===== src/rtl/ascensor_pkg.sv =====
// ascensor_pkg: shared state encoding, direction codes and timer sizing for the elevator controller
package ascensor_pkg;

   typedef enum logic [1:0] {REPOSO, SUBIENDO, BAJANDO, PUERTAS} estado_t;

   localparam logic [1:0] DIR_PARADO = 2'b00;
   localparam logic [1:0] DIR_SUBE   = 2'b01;
   localparam logic [1:0] DIR_BAJA   = 2'b10;

   // Width able to hold max(a,b)-1, never narrower than one bit
   function automatic int tmr_w(input int a, input int b);
      int m;
      m = (a > b) ? a : b;
      return (m < 2) ? 1 : $clog2(m);
   endfunction

endpackage


===== src/rtl/ascensor_temporizador.sv =====
// ascensor_temporizador: loadable down-counter shared by travel and door timing
module ascensor_temporizador #(
   parameter int W = 8
) (
   input  logic         clk,
   input  logic         rst_n,
   input  logic         load,
   input  logic [W-1:0] valor,
   output logic         fin
);

   logic [W-1:0] cnt;

   always_ff @(posedge clk or negedge rst_n)
      if (!rst_n) cnt <= '0;
      else cnt <= load ? valor : (cnt != '0) ? cnt - 1'b1 : cnt;

   assign fin = (cnt == '0);

endmodule


===== src/rtl/ascensor_ctrl.sv =====
// ascensor_ctrl: single-car SCAN elevator controller with latched calls and travel/door timers
module ascensor_ctrl
   import ascensor_pkg::*;
#(
   parameter int N_PISOS  = 4,
   parameter int T_VIAJE  = 50_000_000,
   parameter int T_PUERTA = 150_000_000,
   localparam int PISO_W  = $clog2(N_PISOS)
) (
   input  logic              clk,
   input  logic              rst_n,
   input  logic [N_PISOS-1:0] llamada,
   output logic [PISO_W-1:0] piso,
   output logic [1:0]        direccion,
   output logic              puertas_abiertas,
   output logic [N_PISOS-1:0] pendientes
);

   localparam int TW = tmr_w(T_VIAJE, T_PUERTA);
   localparam logic [TW-1:0] V_VIAJE  = TW'(T_VIAJE - 1);
   localparam logic [TW-1:0] V_PUERTA = TW'(T_PUERTA - 1);

   estado_t              estado, estado_sig;
   logic [PISO_W-1:0]    piso_sig;
   logic                 pref_sube, pref_sig;
   logic [N_PISOS-1:0]   clear;
   logic                 load, fin, decidir;
   logic [TW-1:0]        valor;
   logic                 aqui, arriba, abajo, sube, baja;

   function automatic logic hay_arriba(input logic [N_PISOS-1:0] v, input logic [PISO_W-1:0] p);
      hay_arriba = 1'b0;
      for (int i = 0; i < N_PISOS; i++) if (i > int'(p)) hay_arriba = hay_arriba | v[i];
   endfunction

   function automatic logic hay_abajo(input logic [N_PISOS-1:0] v, input logic [PISO_W-1:0] p);
      hay_abajo = 1'b0;
      for (int i = 0; i < N_PISOS; i++) if (i < int'(p)) hay_abajo = hay_abajo | v[i];
   endfunction

   ascensor_temporizador #(.W(TW)) u_tmr (
      .clk   (clk),
      .rst_n (rst_n),
      .load  (load),
      .valor (valor),
      .fin   (fin)
   );

   assign aqui   = pendientes[piso];
   assign arriba = hay_arriba(pendientes, piso);
   assign abajo  = hay_abajo(pendientes, piso);
   assign sube   = pref_sube ? arriba : (arriba && !abajo);
   assign baja   = pref_sube ? (abajo && !arriba) : abajo;

   always_comb begin
      estado_sig = estado;
      piso_sig   = piso;
      pref_sig   = pref_sube;
      clear      = '0;
      load       = 1'b0;
      valor      = V_VIAJE;
      decidir    = 1'b0;
      unique case (estado)
         SUBIENDO: if (fin) begin
            piso_sig = piso + 1'b1;
            if (pendientes[piso_sig]) begin
               estado_sig      = PUERTAS;
               clear[piso_sig] = 1'b1;
               load            = 1'b1;
               valor           = V_PUERTA;
            end else if (hay_arriba(pendientes, piso_sig)) load = 1'b1;
            else estado_sig = REPOSO;
         end
         BAJANDO: if (fin) begin
            piso_sig = piso - 1'b1;
            if (pendientes[piso_sig]) begin
               estado_sig      = PUERTAS;
               clear[piso_sig] = 1'b1;
               load            = 1'b1;
               valor           = V_PUERTA;
            end else if (hay_abajo(pendientes, piso_sig)) load = 1'b1;
            else estado_sig = REPOSO;
         end
         PUERTAS: begin
            // A call at the open floor is swallowed and just holds the doors
            clear[piso] = 1'b1;
            if (llamada[piso]) begin
               load  = 1'b1;
               valor = V_PUERTA;
            end else if (fin) decidir = 1'b1;
         end
         default: decidir = 1'b1;
      endcase
      if (decidir) begin
         if (aqui) begin
            estado_sig  = PUERTAS;
            clear[piso] = 1'b1;
            load        = 1'b1;
            valor       = V_PUERTA;
         end else if (sube) begin
            estado_sig = SUBIENDO;
            load       = 1'b1;
            pref_sig   = 1'b1;
         end else if (baja) begin
            estado_sig = BAJANDO;
            load       = 1'b1;
            pref_sig   = 1'b0;
         end else estado_sig = REPOSO;
      end
   end

   always_ff @(posedge clk or negedge rst_n)
      if (!rst_n) begin
         estado           <= REPOSO;
         piso             <= '0;
         pref_sube        <= 1'b1;
         pendientes       <= '0;
         direccion        <= DIR_PARADO;
         puertas_abiertas <= 1'b0;
      end else begin
         estado           <= estado_sig;
         piso             <= piso_sig;
         pref_sube        <= pref_sig;
         pendientes       <= (pendientes | llamada) & ~clear;
         direccion        <= (estado_sig == SUBIENDO) ? DIR_SUBE : (estado_sig == BAJANDO) ? DIR_BAJA : DIR_PARADO;
         puertas_abiertas <= (estado_sig == PUERTAS);
      end

endmodule


===== config.mk =====
export PLATFORM = sky130hd
export DESIGN_NAME = ascensor_ctrl
export DESIGN_NICKNAME = d
export VERILOG_FILES = /design/src/rtl/ascensor_pkg.sv /design/src/rtl/ascensor_temporizador.sv /design/src/rtl/ascensor_ctrl.sv
export SDC_FILE = /design/constraint.sdc
export NUM_CORES = 1
export LEC_CHECK = 0
export BUFFER_PORTS_ARGS = -buffer_cell sky130_fd_sc_hd__buf_2
export CAP_MARGIN = 20
export CORE_AREA = 4 4 63 88
export DETAILED_ROUTE_END_ITERATION = 8
export DIE_AREA = 0 0 67 92
export GPL_TIMING_DRIVEN = 0
export PLACE_DENSITY = 0.76
export SETUP_SLACK_MARGIN = 0.5
export SLEW_MARGIN = 20
export SYNTH_ARGS = -nofsm -noshare
export SYNTH_HDL_FRONTEND = slang
export SYNTH_SLANG_ARGS = --single-unit

===== constraint.sdc =====
create_clock -name clk -period 3.13 [get_ports clk]
set_clock_uncertainty 0.05 [all_clocks]
set_input_delay 0.626 -clock clk [delete_from_list [all_inputs] [get_ports clk]]
set_output_delay 0.626 -clock clk [all_outputs]
set_load 0.01 [all_outputs]

==> After elaboration in Yosys (flattened, before gate mapping) <==
Index checks and enable logic that the tools add are counted.
{ "word_totals": {"register_bits": 40, "out_inout_bits": 9} }
{ "classes": {"mux": 96, "n_bitwise": 13, "n_addsub": 3, "n_reduce_logical": 15, "order_cmp": 18, "eq_ne": 8} }
{ "ops": {"columns": ["op", "n"], "rows": [
  ["$mux W28", 9],
  ["$pmux W28 S3", 1],
  ["$mux W1", 54],
  ["$logic_not A28 Y1", 1],
  ["$mux W2", 14],
  ["$reduce_bool A28 Y1", 1],
  ["$sub A28 B1 Y28 const B", 1],
  ["$mux W4", 6],
  ["$pmux W4 S3", 1],
  ["$lt A2 B3 Y1 const B", 3],
  ["$bmux W1 S2", 4],
  ["$eq A2 B2 Y1 const B", 4],
  ["$gt A2 B2 Y1 const A", 4],
  ["$lt A1 B2 Y1 const A", 4],
  ["$or A1 B1 Y1", 8],
  ["$or A4 B4 Y4", 2],
  ["$pmux W2 S2", 2],
  ["$demux W1 S2", 3],
  ["$ge A2 B1 Y1 const B", 3],
  ["$reduce_and A3 Y1", 2],
  ["$reduce_bool A2 Y1", 3],
  ["$logic_and A1 B1 Y1", 5],
  ["$and A4 B4 Y4", 1],
  ["$eq A2 B1 Y1 const B", 2],
  ["11 further kinds", 15]
]} }

==> Logic depth before layout (Yosys ltp) <==
Gate-level depths: netlist of the first run.
{ "depth": {"ltp_word": 25, "ltp_mapped": 9, "mapped_depth_nobuf": 8} }

==> By module <==
A second synthesis of the first run with hierarchy kept.
{ "unflattened": {"cells_unflattened": 286, "area_unflattened_um2": 2758.9} }
{ "by_module_without_submodules": {"columns": ["mod", "cells_per_inst", "n_inst", "area_each_um2"], "rows": [
  ["ascensor_temporizador", 169, 1, 1675.4],
  ["ascensor_ctrl", 117, 1, 1083.5]
]} }

==> Worst setup path before layout of the first run <==
Ideal clock, no wire load.
{ "synth_timing": {"kind": "register to register", "startpoint": "reg piso[0]", "endpoint": "reg u_tmr.cnt[0]", "synth_period_minus_slack_ns": 2.780, "t_arrival_ns": 2.610, "path_slack_ns": 0.350, "required_ns": 2.960, "path_stages_with_launch": 10, "cell_sequence": "dfrtp_1 > inv_1 > ha_1 > mux4_2 > or4_1 > o221ai_2 > a21oi_4 > nor2_8 > buf_12 > nand2_1"} }
{ "synth_between": {"elab_chain_len": 25, "elab_cells_between_ends": 84, "cone_classes": "add/sub (2); order compare (12); mux (57); bitwise (8); reduce/logical (5)"} }
{ "synth_rtl": {"columns": ["element", "line", "rtl"], "rows": [
  ["from (decl)", "ascensor_ctrl.sv:13", "output logic [PISO_W-1:0] piso,"],
  ["from (signal assigned)", "ascensor_ctrl.sv:122", "piso <= piso_sig;"],
  ["$sub A2 B1 Y2 or $add A2 B1 Y2 (tied branches)", "ascensor_ctrl.sv:75, ascensor_ctrl.sv:65", null],
  ["$lt A1 B2 Y1 or $gt A1 B2 Y1 (tied branches)", "ascensor_ctrl.sv:38, ascensor_ctrl.sv:33", null],
  ["$mux W1 (on tied branches)", "ascensor_ctrl.sv:38, ascensor_ctrl.sv:33", null],
  ["$mux W1 (on tied branches)", "ascensor_ctrl.sv:76, ascensor_ctrl.sv:66", null],
  ["$mux W1 (on tied branches)", "ascensor_ctrl.sv:74, ascensor_ctrl.sv:64", null],
  ["$mux W1", "ascensor_ctrl.sv:63", "unique case (estado)"],
  ["$or A1 B1 Y1 (on tied branches)", "ascensor_ctrl.sv:38, ascensor_ctrl.sv:33", null],
  ["$mux W1 (on tied branches)", "ascensor_ctrl.sv:38, ascensor_ctrl.sv:33", null],
  ["(+9 left out)", null, null],
  ["$mux W1 (on tied branches)", "ascensor_ctrl.sv:76, ascensor_ctrl.sv:66", null],
  ["$mux W1 (on tied branches)", "ascensor_ctrl.sv:74, ascensor_ctrl.sv:64", null],
  ["$pmux W1 S3", "ascensor_ctrl.sv:63", null],
  ["$mux W1", "ascensor_ctrl.sv:104", "end else if (baja) begin"],
  ["$mux W1", "ascensor_ctrl.sv:100", "end else if (sube) begin"],
  ["$mux W1", "ascensor_ctrl.sv:95", "if (aqui) begin"],
  ["$mux W1", "ascensor_ctrl.sv:94", "if (decidir) begin"],
  ["$mux W28 or $reduce_bool A2 Y1 (tied branches)", null, null],
  ["to (signal assigned)", "ascensor_temporizador.sv:16", "else cnt <= load ? valor : (cnt != '0) ? cnt - 1'b1 : cnt;"],
  ["to (decl)", "ascensor_temporizador.sv:12", "logic [W-1:0] cnt;"]
]} }
Parallel ways exist; a longest one is shown, timed or not. The select of a mux whose other input is x is not followed.
A chain may end at the register's enable or synchronous reset.

==> Final worst setup path of the first run <==
{ "layout_timing": {"startpoint": "reg piso[1]", "endpoint": "reg u_tmr.cnt[25]"} }
The elaborated chain is that of the path after synthesis.

==> results of run 1 <==
## cell usage in the layout, fill, tap and decap left out, types with 3 or more instances in the layout
cell type	count
ha_1	12
or2_2	4
o21ai_1	4
a22o_1	7
and3_1	3
nand4_1	4
o22ai_1	8
o21ai_0	5
xnor2_1	10
buf_4	12
nor2_1	16
a22oi_1	6
mux4_2	3
dfrtp_1	37
or3_1	6
nand2_1	18
a21oi_1	9
clkbuf_8	6
xor2_1	15
nor2b_1	3
inv_1	12
and2_1	6
nand3_1	13
buf_2	16
nand4b_1	3
nor3_1	10
nand2b_1	5
nand2_2	6
nor4_1	4
or4_1	5
## per-stage QoR
step	utilization (%)	cell area [um2]	instances	worst slack, ns	total power (W)
3_3_place_gp	61.1	2910	361	0.194	0.000605
2_1_floorplan	-	2760	283	0.530	0.000582
4_1_cts	65.1	3100	376	0.520	0.00106
3_5_place_dp	61.1	2910	361	0.179	0.000607
5_1_grt	67.1	3200	381	0.490	0.00110
6_report	67.1	3200	381	0.589	0.00106
## worst register-to-register path, cell delays in order (launching register included)
cell	delay (ns)
dfrtp_2	0.42
buf_4	0.18
ha_1	0.28
or3b_2	0.49
nand3_1	0.21
nor3b_2	0.10
o22ai_4	0.27
nand2b_1	0.32
o21ai_1	0.11
## power by group through the flow
| stage | clock network, W | logic (W) | registers [W] |
|---|---|---|---|
| final | 0.000460 | 0.0000670 | 0.000536 |
| after global routing | 0.000488 | 0.0000743 | 0.000537 |
| after CTS | 0.000462 | 0.0000633 | 0.000536 |
| after detailed placement | 0 | 0.0000602 | 0.000547 |
| after global placement | 0 | 0.0000590 | 0.000546 |
| after floorplan | 0 | 0.0000381 | 0.000544 |
## area by class of cell
type	count	share of cell area [%]
clock buffers	6	2.58
multi-input cells	224	54.4
clock inverters	2	1.21
plain buffers	6	1.33
repair buffers	26	5.01
flip-flops and latches	40	31.4
inverters	13	1.53
well taps	64	2.50
## path summary, 6_finish.rpt
kind | startpoint | to | cells past startpoint
min in group clk | u_tmr.cnt[20] | u_tmr.cnt[20] | 2
max | piso[1] | u_tmr.cnt[25] | 8
min | rst_n | u_tmr.cnt[15] | 1
max reg2reg | piso[1] | u_tmr.cnt[25] | 8
min reg2reg | u_tmr.cnt[20] | u_tmr.cnt[20] | 2
max in group asynchronous | rst_n | piso[1] | 1
## synthesized netlist by cell type, types with 5 or more instances
cell       n  area share, %
dfrtp_1   39             36
nand2_1   18            2.5
nor2_1    16            2.2
xor2_1    15            4.8
ha_1      13            5.9
inv_1     13            1.8
nand3_1   13            2.4
nor3_1    11            2.0
a21oi_1   10            1.8
xnor2_1   10            3.2
o22ai_1    8            1.8
a22o_1     7            2.2
a22oi_1    6            1.6
and2_1     6            1.4
nand2_2    6            1.4
or3_1      6            1.4
or4_1      6            1.6
nand2b_1   5            1.1
nor4_1     5            1.1
o21ai_0    5           0.91
## state kept, by name (all words and copies together) (netlist names)
| name | count |
|---|---|
| u_tmr.cnt | 28 |
| pendientes | 4 |
| direccion | 2 |
| estado | 2 |
| piso | 2 |
| pref_sube | 1 |
| puertas_abiertas | 1 |
## what timing repair did
item                                    4_1_cts  5_1_grt
hold endpoints to repair                      0        0
pin swaps                                     3        5
endpoints found under the setup margin       30       25
gates resized for setup                       5       14
buffers inserted                              7        5
## per-layer routing
metal	track usage, %	vias to the layer above	wire length [um]
li1	-	1103	-
met4	12.7	0	167
met2	38.9	67	3480
met1	27.9	1128	2730
met5	0	-	0
met3	4.29	18	285
## kinds of logic after synthesis
family,count (synthesis)
buf+inv,19
fa+ha+maj,13
flops,40
compound gates,61
simple gates,121
mux,4
xor+xnor,25
==> run_results.csv, run 1 <==
group,metric,value,unit
synthesis,synth_compound_area_share,16.2,%
synthesis,muxShareOfSynthArea,3.69,%
cells_and_area,fillers,418,
clocking,cts_root_buf,"clkbuf_8",
outcome,status,"finished, final reports clean",
placed_design,dp.final_hpwl,4.58,mm
synthesis,ys_seq_area_share,36.5,%
setup_path,crit_type,"flip-flop to flip-flop",
synthesis,synth_top_family_by_area,"simple AND/OR/NAND/NOR gates",
global_routing,grt_pass1_vias,2397,
synthesis,yosysWarningCount,0,
synthesis,netlist_area,0.00275,mm2
setup_path,crit_family,"simple AND/OR/NAND/NOR gates",
die,dieHeight,92,um
placed_design,portBuffers,14,
routing,drt_iter0_drc,157,
synthesis,async_reset_ff_share,100,%
die,core_area,0.00477,mm2
cells_and_area,multiInputGateArea,0.00174,mm2
cells_and_area,ff_latch_area,0.00100,mm2
routing,antenna_left,0,
cells_and_area,area_growth,16.4,%
power,power_density,332,mW/mm2
routing,vias,2316,
clocking,cts_tree,"built",
sta,tightest_slew,0.899,ns
setup_path,worst_path_largest_cell_delay,0.48,ns
routing,wirelength,6.66,mm
sta,finalSetupTns,0,ns
clocking,htreeDepth,2,
setup_path,cpMaxStageDelayCell,"or3b_2",
sta,fmaxAchievable,0.394,GHz
clocking,cts_hold_buf,0,
sta,rsz0062_at_grt,"yes",
cells_and_area,insertedDiodeCount,0,
clocking,clock_insertion_delay_worst_skew,0.30,ns
global_routing,antenna_found_initial,0,
sta,finalSetupViolCount,0,
setup_path,cp-end-kind,"flip-flop",
clocking,cts_buffers,5,
die,start_util,57.6,%
routing,vias_per_cell,6.08,
die,ios,15,
power,seqPwrFrac,50.4,%
power,p_sw_share,23.3,%
power,p_comb_share,6.3,%
sta,finalMaxSlewViolations,0,
synthesis,synth-xor-area-share,7.97,%
power,irDropWorstVdd,0.000351,V
sta,min_period_over_period,81.2,%
global_routing,grt_usage,23.4,%
setup_path,critPathLaunchType,"flip-flop",
clocking,clkTransAtPathRegs,0.09,ns
clocking,cts.sinks,40,
synthesis,synthFlopType,"dfrtp_1",
sta,relSlewSlack,40.1,%
clocking,clock_path_buffers,2,
global_routing,grt-ovfl-total,0,
cells_and_area,drive_gt1_share,24.3,%
synthesis,syn_inst,283,
synthesis,synth_edf_count,0,
synthesis,ys_ff_latch,40,
placed_design,gp_congestion,0.885,
global_routing,grt_max_degree,41,
setup_path,timing.critical_path.buf_inv,1,
routing,drc,0,
power,clkPwrFrac,43.3,%
synthesis,syn_avg_cell_area,9.71,um2
power,leakagePower,1.23,nW
setup_path,r2r_slack,0.59,ns
setup_path,arrival,2.67,ns
die,die-area,0.00616,mm2
routing,post_drt_wl_per_cell,17.5,um
synthesis,synth_nets,302,
power,intPower,0.000815,W
die,die_w,67,um
sta,finalCriticalPeriod,2.54,ns
setup_path,cp.required,3.26,ns
sta,timing.hold.ws,0.391,ns
setup_path,path_cells,"buf_4 > ha_1 > or3b_2 > nand3_1 > nor3b_2 > o22ai_4 > nand2b_1 > o21ai_1",
routing,drtPass1Iterations,4,
flow_run,drv_cap,0,
cells_and_area,nets,335,
synthesis,synth.distinct_cells,59,
global_routing,grt_pass1_wl,11.2,mm
worst_hold_path,hp-class,"primary input to asynchronous set/reset pin",
setup_path,path_max_fanout,10,
synthesis,yosys.area_share.simple,26.5,%
synthesis,synth_fa_ha_area_share,5.92,%
power,switching_power,0.000247,W
die,rows,30,
sta,hold_viol,0,
No activity file was read; power rests on OpenSTA's default activity.
==> inputs of run 2 (changes only) <==
ABC_AREA = 1   (was default)
CORE_AREA = 4 4 67 93   (was 4 4 63 88)
DIE_AREA = 0 0 71 97   (was 0 0 67 92)
PLACE_DENSITY = 0.75   (was 0.76)
clock period = 2.3 ns   (was 3.13 ns; I/O delays follow)
==> run_results.csv, run 2 <==
group,metric,value,unit
cells_and_area,regMostFlops,"u_tmr.cnt",
sta,finalCriticalPeriod,2.12,ns
cells_and_area,largest_reg_flops,28,
clocking,clock_path_buffers,2,
synthesis,yosysWarningCount,0,
clocking,cts_tree,"built",
cells_and_area,ff_latch_area,0.00100,mm2
routing,vias_per_cell,5.48,
synthesis,yosys.area.top_type_share,33.1,%
synthesis,syn_avg_cell_area,6.91,um2
worst_hold_path,hp-class,"primary input to asynchronous set/reset pin",
power,leakagePower,1.80,nW
die,dieHeight,97,um
clocking,cts.sinks,40,
sta,finalSetupViolCount,0,
die,start_util,54.1,%
cells_and_area,insertedDiodeCount,0,
clocking,clkTransAtPathRegs,0.09,ns
synthesis,synth_nets,445,
synthesis,async_reset_ff_share,100,%
sta,relSlewSlack,38.1,%
sta,min_period_over_period,92.1,%
clocking,htreeDepth,2,
synthesis,synth.distinct_cells,31,
synthesis,synth_edf_count,0,
setup_path,cp.required,2.43,ns
setup_path,critPathLaunchType,"flip-flop",
placed_design,portBuffers,14,
routing,drtPass1Iterations,5,
synthesis,netlist_area,0.00294,mm2
cells_and_area,drive_gt1_share,33.5,%
die,ios,15,
cells_and_area,nets,514,
cells_and_area,fillers,423,
die,core_area,0.00545,mm2
placed_design,place_inst,508,
routing,vias,3091,
synthesis,yosys.area.top_type,"dfrtp_1",
die,die_w,71,um
cells_and_area,layout_common_cells,"nand2_1, nor2_1, buf_4, inv_1",
sta,tightest_slew,0.928,ns
clocking,cts_buffers,5,
routing,antenna_left,0,
die,die-area,0.00689,mm2
placed_design,dp.final_hpwl,5.44,mm
setup_path,arrival,2.25,ns
cells_and_area,reg_top3,"u_tmr.cnt x28, pendientes x4",
sta,rsz0062_at_grt,"yes",
placed_design,gp_congestion,0.878,
routing,post_drt_wl_per_cell,15.3,um
synthesis,synthFlopType,"dfrtp_1",
global_routing,grt_usage,25.1,%
setup_path,cp-end-kind,"flip-flop",
synthesis,yosys-top-cells-count,"nand2_1, nor2_1, inv_1, nand3_1, dfrtp_1",
setup_path,crit_type,"flip-flop to flip-flop",
global_routing,grt_pass1_wl,13.8,mm
global_routing,grt-ovfl-total,0,
cells_and_area,layout.cells.non_filler,564,
setup_path,path_max_fanout,7,
sta,finalSetupTns,0,ns
clocking,clock_insertion_delay_worst_skew,0.31,ns
cells_and_area,stdcell_area,0.00394,mm2
global_routing,grt_max_degree,41,
outcome,status,"finished, final reports clean",
routing,wirelength,8.65,mm
placed_design,dpl_cell_area,0.00314,mm2
global_routing,grt_pass1_vias,3007,
global_routing,antenna_found_initial,0,
cells_and_area,area_growth,33.9,%
sta,finalMaxSlewViolations,0,
sta,fmaxAchievable,0.472,GHz
routing,drt_iter0_drc,205,
die,rows,32,
power,power_density,1040,mW/mm2
synthesis,synth_area_leaders,"dfrtp_1, nand2_1, nor2_1, nand3_1, inv_1",
synthesis,synth.most_common_cell,"nand2_1",
sta,hold_viol,0,
power,irDropWorstVdd,0.000932,V
synthesis,ys_seq_area_share,34.0,%
synthesis,syn_inst,426,
synthesis,ys_ff_latch,40,
routing,drc,0,
cells_and_area,multiInputGateArea,0.00201,mm2
flow_run,drv_cap,0,
cells_and_area,final_common_cell,"nand2_1",
clocking,cts_root_buf,"clkbuf_8",
[run 2: cell count changes after synthesis, sizes merged, moves of 8 or more]
cell / change
o21ai: +12
nand3: +30
nand2: +95
inv: +41
xor2: -8
nor2: +57
[run 2: layer usage]
layer / track usage (%) / wire, um / vias to the layer above
met5: 0 / 0 / -
met4: 14.8 / 431 / 0
met3: 3.95 / 314 / 45
met2: 45.7 / 4720 / 108
met1: 26.4 / 3180 / 1443
li1: - / - / 1495
[run 2: worst paths after layout]
check,cells after the start,start,slack [ns],endpoint
max in group asynchronous,1,rst_n,1.33,piso[1]
min in group clk,3,llamada[1],0.41,pendientes[1]
max reg2reg,14,piso[0],0.18,u_tmr.cnt[25]
max,14,piso[0],0.18,u_tmr.cnt[25]
min,1,rst_n,0.24,u_tmr.cnt[14]
min reg2reg,2,pref_sube,0.43,pref_sube
[run 2: area by class of cell]
class                   instances  share of cell area (%)
multi-input cells             329                    51.0
flip-flops and latches         40                    25.5
repair buffers                 61                    12.1
clock buffers                   8                    2.54
repair inverters                1                   0.159
plain buffers                   3                   0.857
well taps                      68                    2.16
inverters                      54                    5.71
[run 2: through the flow]
stage	hold WS, ns	setup WS (ns)	util, %	power [W]
2_1_floorplan	0.114	0.313	-	0.00230
3_5_place_dp	0.445	0.00232	57.7	0.00269
5_1_grt	0.328	0.0607	72.4	0.00437
6_report	0.242	0.181	72.4	0.00412
3_3_place_gp	0.428	0.0543	57.7	0.00265
4_1_cts	0.279	0.242	68.1	0.00385
[run 2: cells by family (layout without fill, tap and decap cells)]
family                   Yosys count  after routing  share of synthesized area, %
AND/OR/NAND/NOR                  253            253                          38.2
AO/OA/AOI/OAI                     45             45                          9.22
XOR/XNOR                          18             18                          5.35
flip-flops                        40             40                          34.0
buffers and inverters             57            127                          7.69
adder cells (fa/ha/maj)           13             13                          5.52
[run 2: timing repair]
item / 4_1_cts / 5_1_grt
setup endpoints to repair: 40 / 40
setup buffers: 33 / 13
pin swaps: 16 / 15
gates cloned: 2 / 0
hold buffers: 0 / 0
gates resized for setup: 51 / 42
[run 2: power breakdown]
group	internal (W)	leakage (nW)	switching [W]
logic	0.00110	1.30	0.00148
registers	0.000866	0.448	0.000144
clock network	0.000274	0.0515	0.000259
[run 2: worst max-delay path, cell delays in order (launching register included)]
cell     delay (ns)
dfrtp_2        0.48
inv_6          0.07
ha_4           0.30
inv_4          0.05
nand2_2        0.05
nand3_2        0.07
nor2_1         0.11
nand2_1        0.07
nand2_1        0.08
o21ai_2        0.08
nand2_4        0.10
nand2_8        0.07
buf_12         0.15
nor2_4         0.19
a21oi_1        0.07
==> inputs of run 3 (changes only) <==
CORE_AREA = 2 2 64 90   (was 4 4 67 93)
CTS_BUF_LIST = sky130_fd_sc_hd__clkbuf_8   (was default)
DIE_AREA = 0 0 66 92   (was 0 0 71 97)
PLACE_DENSITY = 0.77   (was 0.75)
==> run_results.csv, run 3 (synthesis results as in run 2) <==
group,metric,value,unit
outcome,status,"finished, final reports clean",
routing,wirelength,10.1,mm
global_routing,grt-ovfl-total,0,
setup_path,crit_family,"compound AO/OA/AOI/OAI gates",
cells_and_area,layout.cells.non_filler,568,
setup_path,cpMaxStageDelayCell,"dfrtp_2",
die,die_w,66,um
cells_and_area,final_common_cell,"nand2_1",
sta,finalSetupViolCount,0,
setup_path,path_max_fanout,8,
setup_path,r2r_slack,0.08,ns
clocking,cts.sinks,40,
sta,fmaxAchievable,0.450,GHz
clocking,clock_insertion_delay_worst_skew,0.31,ns
die,die-area,0.00607,mm2
setup_path,cp-end-kind,"flip-flop",
routing,vias_per_cell,5.91,
cells_and_area,nets,518,
die,rows,32,
placed_design,place_inst,508,
cells_and_area,area_growth,42.3,%
sta,finalMaxSlewViolations,0,
routing,drt_iter0_drc,283,
die,start_util,54.9,%
routing,drc,0,
global_routing,grt_pass1_vias,3018,
power,power,0.00460,W
cells_and_area,layout_common_cells,"nand2_1, nor2_1, inv_1, buf_4, dfrtp_1",
setup_path,cp.required,2.47,ns
routing,post_drt_wl_per_cell,17.8,um
setup_path,path_cells,"buf_6 > o21ai_0 > o21ai_2 > nor2_2 > nand2_2 > o21ai_4 > o21ai_4 > nand2_8 > buf_6 > nand2_8 > a21oi_1",
setup_path,path_depth,11,
cells_and_area,reg_top3,"u_tmr.cnt x28, pendientes x4",
global_routing,grt_max_degree,41,
sta,min_period_over_period,96.6,%
cells_and_area,drive_gt1_share,40.0,%
sta,rsz0062_at_grt,"yes",
global_routing,grt_usage,29.4,%
cells_and_area,insertedDiodeCount,0,
worst_hold_path,hp-class,"primary input to asynchronous set/reset pin",
placed_design,dp.final_hpwl,5.48,mm
setup_path,crit_start,"piso[0]",
routing,vias,3357,
sta,finalSetupTns,0,ns
setup_path,arrival,2.40,ns
setup_path,timing.critical_path.buf_inv,2,
sta,relSlewSlack,36.7,%
clocking,cts_tree,"built",
cells_and_area,largest_reg_flops,28,
setup_path,critPathLaunchType,"flip-flop",
setup_path,r2r_end,"u_tmr.cnt[17]",
setup_path,reg2reg_from,"piso[0]",
routing,drtPass1Iterations,5,
placed_design,gp_congestion,0.901,
die,ios,15,
clocking,cts_buffers,5,
cells_and_area,regMostFlops,"u_tmr.cnt",
setup_path,endpoint,"u_tmr.cnt[17]",
routing,antenna_left,0,
power,irDropWorstVdd,0.00107,V
clocking,clkTransAtPathRegs,0.09,ns
setup_path,ff2ff_path_depth,11,
clocking,clock_path_buffers,2,
die,dieHeight,92,um
power,leakagePower,1.86,nW
flow_run,drv_cap,0,
clocking,htreeDepth,2,
die,core_area,0.00537,mm2
sta,finalCriticalPeriod,2.22,ns
placed_design,portBuffers,14,
clocking,cts_root_buf,"clkbuf_8",
power,power_density,1100,mW/mm2
sta,hold_viol,0,
sta,tightest_slew,0.949,ns
global_routing,antenna_found_initial,0,
global_routing,grt_pass1_wl,13.9,mm
setup_path,crit_type,"flip-flop to flip-flop",
setup_path,worst_path_largest_cell_delay,0.46,ns
clocking,cts_hold_buf,0,
## run 3: cell count changes in the layout (fill, tap and decap cells not counted), sizes merged
cell      before  now
clkinvlp       0    1
inv           55   53
clkbuf         9    7
buf           63   67
clkinv         0    3
## run 3: through the flow
step | cell area, um2 | setup slack, ns | utilization, % | hold WS (ns)
2_1_floorplan | 2990 | 0.313 | - | 0.114
3_3_place_gp | 3140 | 0.0473 | 58.6 | 0.428
3_5_place_dp | 3140 | 0.00818 | 58.6 | 0.438
4_1_cts | 3770 | 0.295 | 70.2 | 0.280
5_1_grt | 4190 | 0.0152 | 78.1 | 0.322
6_report | 4190 | 0.0780 | 78.1 | 0.247
## run 3: area by class of cell
type / count / area [um2]
plain buffers: 3 / 33.8
clock buffers: 6 / 82.6
clock inverters: 2 / 11.3
fillers: 329 / 1170
inverters: 54 / 233
multi-input cells: 329 / 2170
flip-flops and latches: 40 / 1010
well taps: 68 / 85.1
repair buffers: 65 / 553
repair inverters: 1 / 16.3
## run 3: power by group
group,total [W],internal (W),switching (W),leakage (nW)
Combinational,0.00305,0.00127,0.00179,1.37
Clock,0.000525,0.000240,0.000285,0.0486
Sequential,0.00102,0.000867,0.000152,0.447
## run 3: worst register-to-register path, delay by kind of cell (launching register included)
family,cells,cell delay [ns]
AO/OA/AOI/OAI,5,0.82
buffers and inverters,2,0.30
flip-flops,1,0.46
AND/OR/NAND/NOR,4,0.52
## run 3: how the worst min path moves through the flow
stage	to	cells after the start	start
6_report	pendientes[0]	1	rst_n
5_1_grt	u_tmr.cnt[3]	1	rst_n
4_1_cts	u_tmr.cnt[3]	1	rst_n
3_5_place_dp	u_tmr.cnt[0]	2	u_tmr.cnt[0]
3_3_place_gp	pref_sube	2	pref_sube
2_1_floorplan	direccion[0]	0	rst_n
## run 3: timing repair
action | in CTS | in global routing
setup buffers | 32 | 18
endpoints found under the setup margin | 40 | 40
pin swaps | 24 | 20
gates cloned | 1 | 1
gates resized for setup | 73 | 69
## run 3: metal layers
layer | part of all wire [%] | up-vias | track usage [%]
met3 | 6.0 | 64 | 3.80
met1 | 34 | 1571 | 32.2
met5 | 0 | - | 0
li1 | - | 1519 | -
met4 | 6.3 | 0 | 13.3
met2 | 54 | 203 | 54.6
